File: src/rtl/proc_pkg.sv
// Shared definitions for the execute-stage control slice.
// Holds the instruction opcode/func encodings, the bit positions of the
// D/X instruction fields, and the encodings used by the mult/div sequencer.
package proc_pkg;

  // Opcodes (DXIR[31:27])
  localparam logic [4:0] OPC_ALU = 5'd0;
  localparam logic [4:0] OPC_BNE = 5'd2;
  localparam logic [4:0] OPC_BLT = 5'd6;
  localparam logic [4:0] OPC_BEX = 5'd22;

  // ALU-format func codes (DXIR[6:2]) that go to the mult/div unit
  localparam logic [4:0] FUNC_MUL = 5'd6;
  localparam logic [4:0] FUNC_DIV = 5'd7;

  // Low bit of each 5-bit instruction field
  localparam int OPC_LSB   = 27;
  localparam int RD_LSB    = 22;
  localparam int SHAMT_LSB = 7;
  localparam int FUNC_LSB  = 2;

  // Mult/div sequencer states
  typedef enum logic [1:0] {
    ST_IDLE = 2'd0,
    ST_BUSY = 2'd1,
    ST_DONE = 2'd2
  } md_state_t;

  // Which unit an issued operation went to
  typedef enum logic {
    KIND_MUL = 1'b0,
    KIND_DIV = 1'b1
  } md_kind_t;

endpackage

File: src/rtl/alu_decode.sv
// Combinational decode of the D/X instruction for the execute stage.
// Ports:
//   i_ir       in  32  D/X instruction
//   o_alu_op   out 5   ALU operation
//   o_sham     out 5   shift amount
//   o_sx_mux   out 1   select sign-extended immediate as ALU B
//   o_is_md    out 1   instruction is a multiply or divide
//   o_kind     out 1   mult or div (meaningful only when o_is_md)
module alu_decode
  import proc_pkg::*;
(
  input  logic [31:0] i_ir,
  output logic [4:0]  o_alu_op,
  output logic [4:0]  o_sham,
  output logic        o_sx_mux,
  output logic        o_is_md,
  output md_kind_t    o_kind
);

  logic [4:0] w_opc;
  logic [4:0] w_func;
  logic [4:0] w_shamt;
  logic       w_is_alu;
  logic       w_is_branch;
  logic       w_unused_ir;

  assign w_opc   = i_ir[OPC_LSB +: 5];
  assign w_func  = i_ir[FUNC_LSB +: 5];
  assign w_shamt = i_ir[SHAMT_LSB +: 5];

  // Register specifiers and the low two bits are not needed by the decode
  assign w_unused_ir = ^{i_ir[26:12], i_ir[1:0]};

  assign w_is_alu    = (w_opc == OPC_ALU);
  assign w_is_branch = (w_opc == OPC_BNE) || (w_opc == OPC_BLT) || (w_opc == OPC_BEX);
  assign o_is_md     = w_is_alu && ((w_func == FUNC_MUL) || (w_func == FUNC_DIV));
  assign o_kind      = (w_func == FUNC_DIV) ? KIND_DIV : KIND_MUL;

  always_comb begin
    o_alu_op = 5'd0;
    if (w_is_alu && !o_is_md) begin
      o_alu_op = w_func;
    end else if (w_is_branch) begin
      o_alu_op = 5'd1;
    end
  end

  assign o_sham   = w_is_alu ? w_shamt : 5'd0;
  // Immediate-format instructions are everything except ALU and branches
  assign o_sx_mux = !(w_is_alu || w_is_branch);

endmodule

File: src/rtl/alu_md_ctrl.sv
// Execute-stage control: ALU decode plus a sequencer for multi-cycle
// multiply/divide. The sequencer issues a start pulse, stalls the front end
// while the unit works, enforces a timeout, and raises a one-cycle write-back
// request carrying either the unit result destination or an exception status.
// Ports:
//   clock, reset            clock; synchronous active-high reset
//   DXIR, dx_valid, flush   D/X instruction, non-bubble flag, squash request
//   md_resultRdy            mult/div result pulse, md_exception qualifies it
//   aluOp, sham, SXmux      ALU decode outputs
//   ctrlMult, ctrlDiv       start pulses to the mult/div unit
//   stall                   freeze PC, F/D, D/X; bubble into X/M
//   md_wb_*                 write-back request, register, exception flag, code
//   dbg_state               current sequencer state (md_state_t encoding)
module alu_md_ctrl
  import proc_pkg::*;
#(
  parameter int TIMEOUT    = 64,
  parameter int MULT_EXC   = 4,
  parameter int DIV_EXC    = 5,
  parameter int STATUS_REG = 30
) (
  input  logic        clock,
  input  logic        reset,
  input  logic [31:0] DXIR,
  input  logic        dx_valid,
  input  logic        flush,
  input  logic        md_resultRdy,
  input  logic        md_exception,
  output logic [4:0]  aluOp,
  output logic [4:0]  sham,
  output logic        SXmux,
  output logic        ctrlMult,
  output logic        ctrlDiv,
  output logic        stall,
  output logic        md_wb_valid,
  output logic [4:0]  md_wb_rd,
  output logic        md_wb_isExc,
  output logic [31:0] md_wb_code,
  output logic [1:0]  dbg_state
);

  // Counter value in the last BUSY cycle before a forced timeout; the
  // counter is 0 in the first BUSY cycle, so write-back lands at T+TIMEOUT+1.
  localparam logic [7:0] CNT_LAST = 8'(TIMEOUT - 1);

  md_state_t  r_state, w_state_nxt;
  logic [7:0] r_cnt, w_cnt_nxt;
  logic [4:0] r_rd, w_rd_nxt;
  md_kind_t   r_kind, w_kind_nxt;
  logic       r_exc, w_exc_nxt;

  logic       w_is_md;
  md_kind_t   w_kind;
  logic       w_issue;

  alu_decode u_decode (
    .i_ir     (DXIR),
    .o_alu_op (aluOp),
    .o_sham   (sham),
    .o_sx_mux (SXmux),
    .o_is_md  (w_is_md),
    .o_kind   (w_kind)
  );

  assign w_issue   = (r_state == ST_IDLE) && dx_valid && w_is_md && !flush;
  assign dbg_state = r_state;

  always_ff @(posedge clock) begin
    if (reset) begin
      r_state <= ST_IDLE;
      r_cnt   <= 8'd0;
      r_rd    <= 5'd0;
      r_kind  <= KIND_MUL;
      r_exc   <= 1'b0;
    end else begin
      r_state <= w_state_nxt;
      r_cnt   <= w_cnt_nxt;
      r_rd    <= w_rd_nxt;
      r_kind  <= w_kind_nxt;
      r_exc   <= w_exc_nxt;
    end
  end

  always_comb begin
    w_state_nxt = r_state;
    w_cnt_nxt   = r_cnt;
    w_rd_nxt    = r_rd;
    w_kind_nxt  = r_kind;
    w_exc_nxt   = r_exc;
    ctrlMult    = 1'b0;
    ctrlDiv     = 1'b0;
    stall       = 1'b0;
    md_wb_valid = 1'b0;
    md_wb_rd    = 5'd0;
    md_wb_isExc = 1'b0;
    md_wb_code  = 32'd0;

    case (r_state)
      ST_IDLE: begin
        if (w_issue) begin
          ctrlMult    = (w_kind == KIND_MUL);
          ctrlDiv     = (w_kind == KIND_DIV);
          stall       = 1'b1;
          w_rd_nxt    = DXIR[RD_LSB +: 5];
          w_kind_nxt  = w_kind;
          w_cnt_nxt   = 8'd0;
          w_exc_nxt   = 1'b0;
          w_state_nxt = ST_BUSY;
        end
      end
      ST_BUSY: begin
        // A flush abandons the operation; releasing stall the same cycle lets
        // the redirected fetch proceed immediately.
        stall = !flush;
        if (flush) begin
          w_state_nxt = ST_IDLE;
        end else if (md_resultRdy) begin
          w_exc_nxt   = md_exception;
          w_state_nxt = ST_DONE;
        end else if (r_cnt == CNT_LAST) begin
          w_exc_nxt   = 1'b1;
          w_state_nxt = ST_DONE;
        end else begin
          w_cnt_nxt = r_cnt + 8'd1;
        end
      end
      ST_DONE: begin
        md_wb_valid = 1'b1;
        if (r_exc) begin
          md_wb_rd    = 5'(STATUS_REG);
          md_wb_isExc = 1'b1;
          md_wb_code  = (r_kind == KIND_DIV) ? 32'(DIV_EXC) : 32'(MULT_EXC);
        end else begin
          md_wb_rd = r_rd;
        end
        w_state_nxt = ST_IDLE;
      end
      default: begin
        w_state_nxt = ST_IDLE;
      end
    endcase
  end

endmodule

File: config.mk
export PLATFORM = sky130hd
export DESIGN_NAME = alu_md_ctrl
export DESIGN_NICKNAME = d
export VERILOG_FILES = /design/src/rtl/proc_pkg.sv /design/src/rtl/alu_decode.sv /design/src/rtl/alu_md_ctrl.sv
export SDC_FILE = /design/constraint.sdc
export NUM_CORES = 1
export LEC_CHECK = 0
export ABC_AREA = 1
export BUFFER_PORTS_ARGS = -buffer_cell sky130_fd_sc_hd__buf_4
export CAP_MARGIN = 5
export CORE_ASPECT_RATIO = 1.2
export CORE_MARGIN = 8
export CORE_UTILIZATION = 30
export CTS_BUF_LIST = sky130_fd_sc_hd__clkbuf_4
export DETAILED_ROUTE_END_ITERATION = 6
export MAX_ROUTING_LAYER = met4
export PLACE_DENSITY = 0.65
export SYNTH_ARGS = -nofsm -noshare
export SYNTH_HDL_FRONTEND = slang
export SYNTH_SLANG_ARGS = --single-unit
File: constraint.sdc
create_clock -name clock -period 1.45 [get_ports clock]
set_input_delay 0 -clock clock [delete_from_list [all_inputs] [get_ports clock]]
set_output_delay 0 -clock clock [all_outputs]
set_load 0.02 [all_outputs]
==> flow_summary.yaml, run 1 <==
synthesis:
  synth_flop_cell: "dfxtp_1"
  async_flop_share: 0
  synth_area_um2: 1340
  yosysUniqueCellTypes: 28
  synth_commonest_cells: "35 x nor2_1, 34 x inv_1, 31 x buf_4, 28 x nand2_1"
  synth-compound-area-share: 0.107
  syn_area_per_cell_um2: 6.47
  synth_edf_count: 0
  synth_fa_ha_area_frac: 0.00935
  yosysSeqAreaShare: 0.254
  yosysMostFrequentCell: "nor2_1"
  ys.warnings.count: 0
  synth_top_area_share: 0.254
  synthCells: 207
  synth_mux_area_frac: 0
  synth_xor_area_frac: 0.0131
  yosys.area.top_type: "dfxtp_1"
  synth_area_leaders: "dfxtp_1 25%, buf_4 17%, nor2_1 9.8%, inv_1 9.5%, nand2_1 7.9%"
  ys_ff_latch: 17
  synth_top_family_by_area: "simple AND/OR/NAND/NOR gates"
  synth_simple_gate_area_share: 0.329
sta:
  hold_violations: 0
  layout_setup_ws_ps: -12.5
  setup_tns_ps: -12.5
  min_period_ps: 1460
  drv_slew: 0
  rsz0062_at_grt: "true"
  finalClockSkew_ps: 2.89
  finalSetupViolations: 1
  layout_worst_path_cycle_share: 1.01
  whs_ps: 1.57
  fmax_mhz: 684
global_routing:
  grt_pass1_wl_um: 6040
  grt_max_degree: 12
  antenna_found_initial: 0
  grt_use_total: 0.108
  grt_pass1_vias: 1312
  grt_overflow: 0
pwr:
  power.leakage_nw: 0.924
  p_per_area_nw_per_um2: 475
  ir_worst_vdd_mv: 0.165
  total_power_w: 0.000926
detailed_routing:
  drt_iter0_drc: 64
  vias: 1417
  ant_nets: 0
  viasPerCell: 4.19
  first_pass_iters: 4
  routed_wl_um: 3930
  drc_errors: 0
  post_drt_wl_per_cell_um: 11.6
floorplanning:
  core_area_um2: 4260
  pin_count: 93
  start_util: 0.314
  rows: 26
  die_w_um: 77.0
  die_area_um2: 6870
  die_y_um: 89.2
worst_setup_path:
  crit_chain: "nor2_1 -> nand2_1 -> nor2_2 -> nand2_2 -> buf_8 -> nor4_4 -> buf_4"
  rr_worst_depth: 8
  rr_endpoint: "r_cnt[0]"
  critPathSlowestCell: "dfxtp_2"
  cp.arrival_ps: 1460
  cp-start-kind: "flip-flop"
  path_max_fanout: 4
  cp_slowest_stage_delay_ps: 340
  reg2reg_from: "r_cnt[3]"
  rrSetupSlack_ps: 60
  crit_type: "flip-flop to output pin"
  critical_path_required_ps: 1450
  worstSetupEndpointType: "output pin"
finish:
  syn2layout_area_growth_pct: 45.7
  fillers: 463
  drive_gt1_frac: 0.358
  final_nets: 322
  final_core_util: 0.458
  fin_area_um2: 1950
  n_antenna_cell: 0
clock_network:
  cts_made_buffers: 3
  clkLatencyLatePin_ps: 300
  root_buffer: "clkbuf_4"
  tritoncts: "done"
  clk_transition_reported_paths_ps: 100
  numClockSinks: 17
  cts_buffer_depth: 2
  htree_levels: 1
min_path:
  hp-class: "primary input to flip-flop"
  min_to: "dbg_state[1]"
  whs_path_depth: 4
  hold_start: "flush"
status:
  status: "complete, but fails checks"
  violations: "negative setup slack"
placement:
  dp_hpwl_um: 2900
  port_buffers: 50
  postPlaceCellArea_um2: 1720
  place_congestion: 0.805
run:
  maxCapViolCount: 0
-- layout by cell type, fill, tap and decap left out, drive strengths merged --
master       Yosys  routed
xnor2            1       1
xor2             1       1
nand3b           1       1
nand2           32      33
o2111ai          1       1
dfxtp           17      17
ha               1       1
nor3             3       3
nand3           14      15
o21ai            7       7
nor4             1       1
or2              1       1
a21oi           17      17
inv             34      34
clkbuf           0       3
conb             1      30
buf             34      68
nor2            39      39
o21bai           1       1
clkinv           0       1
a211oi           1       1
dlygate4sd3      0       6
-- worst max-delay path, delay by kind of cell, from the launching register on --
family        cells  cell delay (ps)
buf+inv           2              320
flops             1              340
simple gates      5              510
-- stage by stage --
stage | setup WS (ps) | cells
floorplan | -95.5 | 236
global placement | 66.0 | 317
detailed placement | 57.0 | 317
CTS | -8.98 | 334
global route | -124 | 338
finish | -12.5 | 338
-- kinds of logic (layout without fill, tap and decap cells) --
| family | count (synthesis) | in the layout |
|---|---|---|
| compound gates | 27 | 27 |
| other cells | 1 | 30 |
| xor+xnor | 2 | 2 |
| fa+ha+maj | 1 | 1 |
| simple gates | 91 | 93 |
| flops | 17 | 17 |
| buf+inv | 68 | 112 |
-- per-layer routing --
| metal | GRT usage | up-vias | wire length (µm) |
|---|---|---|---|
| met2 | 0.189 | 56 | 2010 |
| met3 | 0.0382 | 5 | 316 |
| met5 | - | - | 0 |
| li1 | - | 733 | - |
| met1 | 0.114 | 623 | 1570 |
| met4 | 0.0309 | 0 | 34 |
-- layout make-up --
class	instances	area, µm²	area share
clock buffer	3	22.5	0.0115
clock inverter	1	5.00	0.00257
inverter	34	128	0.0654
multi-input combinational	153	798	0.409
sequential	17	345	0.177
tap	56	70.1	0.0359
timing repair buffer	74	582	0.298
-- repair_timing --
action | CTS | global route
setup buffers | 7 | 2
cloned | 0 | 2
endpoints found under the hold margin | 14 | 0
hold buffers | 6 | 0
setup endpoints to repair | 3 | 20
pin swaps | 1 | 3
resized for setup | 6 | 13
-- how the worst max path moves through the flow --
stage                       startpoint       endpoint  slack (ps)  cells past startpoint
after CTS                 dbg_state[1]        ctrlDiv          -9                      7
final                     dbg_state[1]        ctrlDiv         -10                      7
after floorplan           dbg_state[1]  md_wb_code[2]        -100                      5
after detailed placement      r_cnt[0]       r_cnt[0]          60                      9
after global routing      dbg_state[1]        ctrlDiv        -120                      7
after global placement        r_cnt[0]       r_cnt[0]          70                      9
-- power by group --
part           switching [W]  internal [W]
combinational       0.000124     0.0000707
clock               0.000162      0.000103
sequential       0.000000117      0.000467
total               0.000286      0.000640
-- flip-flops by register name, summed over array words and instances, names as in the netlist --
register and cells:
r_cnt 8, r_rd 5, dbg_state 2, r_exc 1, r_kind 1
Note: power is estimated with default switching activity, not from simulation.
==> run 2, diff against run 1 <==
--- a/config.mk
+++ b/config.mk
@@ -8,7 +8,7 @@
 export ABC_AREA = 1
 export BUFFER_PORTS_ARGS = -buffer_cell sky130_fd_sc_hd__buf_4
 export CAP_MARGIN = 5
-export CORE_ASPECT_RATIO = 1.2
+export CORE_ASPECT_RATIO = 0.5
 export CORE_MARGIN = 8
 export CORE_UTILIZATION = 30
 export CTS_BUF_LIST = sky130_fd_sc_hd__clkbuf_4
==> run 2 against run 1 <==
  * The flow now finishes without violations
  * Largest cell class unchanged
  * Sequential power about the same
  * Non-clock buffer count decreased by 7
  * Clock skew increased by 7.0 ps
  * Critical endpoint is now r_cnt[0]
  * Critical path depth increased by 2
  * Die area increased by 1.8%
  * Global-route usage decreased by 0.41 points
==> flow_summary.yaml, run 2 (synthesis results as in run 1) <==
global_routing:
  grt_pass1_wl_um: 6240
  grt_pass1_vias: 1430
  grt_use_total: 0.104
  antenna_found_initial: 0
  grt_overflow: 0
  grt_max_degree: 11
pwr:
  ir_worst_vdd_mv: 0.148
  power.leakage_nw: 0.892
  p_per_area_nw_per_um2: 496
finish:
  syn2layout_area_growth_pct: 39.7
  drive_gt1_frac: 0.344
  layout_common_cells: "63 x buf_4, 32 x inv_1, 30 x conb_1"
  final_nets: 313
  largest-register: "r_cnt"
  n_antenna_cell: 0
  mostFrequentLayoutCell: "buf_4"
  largest_reg_flops: 8
floorplanning:
  die_w_um: 110
  pin_count: 93
  core_area_um2: 4340
  rows: 17
  start_util: 0.309
  die_y_um: 63.2
  die_area_um2: 6990
clock_network:
  clkLatencyLatePin_ps: 290
  cts_made_buffers: 3
  cts_buffer_depth: 2
  clk_transition_reported_paths_ps: 100
  htree_levels: 1
  numClockSinks: 17
  tritoncts: "done"
  root_buffer: "clkbuf_4"
sta:
  layout_worst_path_cycle_share: 0.932
  finalClockSkew_ps: 9.87
  hold_violations: 0
  drv_slew: 0
  min_period_ps: 1350
  layout_setup_ws_ps: 99.1
  fmax_mhz: 740
  finalSetupViolations: 0
  setup_tns_ps: 0
min_path:
  hp-class: "primary input to flip-flop"
detailed_routing:
  ant_nets: 0
  vias: 1419
  viasPerCell: 4.30
  routed_wl_um: 3640
  drc_errors: 0
  first_pass_iters: 4
  post_drt_wl_per_cell_um: 11.0
  drt_iter0_drc: 40
worst_setup_path:
  cp.arrival_ps: 1550
  crit_type: "flip-flop to flip-flop"
  critical_path_required_ps: 1640
  worstSetupEndpointType: "flip-flop"
  cp-start-kind: "flip-flop"
  path_max_fanout: 9
placement:
  place_congestion: 0.909
  dp_hpwl_um: 2980
  port_buffers: 50
  preCtsSetupSlack_ps: 54.6
status:
  status: "complete, no violations"
run:
  maxCapViolCount: 0
==> run 2: metal layers <==
layer  vias to the layer above  wire, µm  global-route usage
met5                         -         0                   -
met4                         0        46              0.0250
met3                         4       283              0.0397
met2                        50      1970               0.201
met1                       656      1340              0.0957
li1                        709         -                   -
==> run 2: stage by stage <==
step / cells / power, W / util / cell area (µm²) / hold slack, ps
5_1_grt: 330 / 0.000979 / 0.431 / 1870 / 0.941
6_report: 330 / 0.000927 / 0.431 / 1870 / 3.09
2_1_floorplan: 236 / 0.000646 / - / 1460 / 51.3
4_1_cts: 327 / 0.000933 / 0.415 / 1800 / 2.15
3_3_place_gp: 317 / 0.000651 / 0.394 / 1710 / 267
3_5_place_dp: 317 / 0.000653 / 0.394 / 1710 / 271
==> run 2: cell type report <==
class / instances / area, µm²
fillers: 444 / 2470
multi-input cells: 151 / 783
repair buffers: 67 / 513
flip-flops and latches: 17 / 345
inverters: 34 / 128
well taps: 57 / 71.3
clock buffers: 4 / 30.0
==> run 2: where the power goes <==
group	leakage [nW]	internal, W	switching, W
combinational	0.735	0.0000666	0.000123
sequential	0.139	0.000467	0.000000104
clock	0.0184	0.000126	0.000145
total	0.892	0.000659	0.000268
==> run 2: critical path, cell delays in order, from the launching register on <==
cell	delay (ps)
dfxtp_2	340
ha_2	190
nand2_1	100
inv_2	60
nand3_4	70
nand3_4	130
nand2_4	140
inv_1	70
nor2_1	100
nor2_1	60
==> run 2: final timing paths <==
check / end / startpoint / cells past startpoint / slack [ps]
worst min-delay path: r_rd[1] / DXIR[23] / 3 / 3
worst max-delay path: r_cnt[0] / r_cnt[0] / 9 / 100
worst max register to register: r_cnt[0] / r_cnt[0] / 9 / 100
worst min register to register: r_rd[1] / r_rd[1] / 2 / 460
==> run 2: timing repair <==
item                       4_1_cts  5_1_grt
hold endpoints to repair        12        0
buffers inserted                 2        3
setup endpoints to repair        3       18
gates resized for setup          2       16
gates cloned                     0        0
pin swaps                        1        4
hold buffers                     4        0
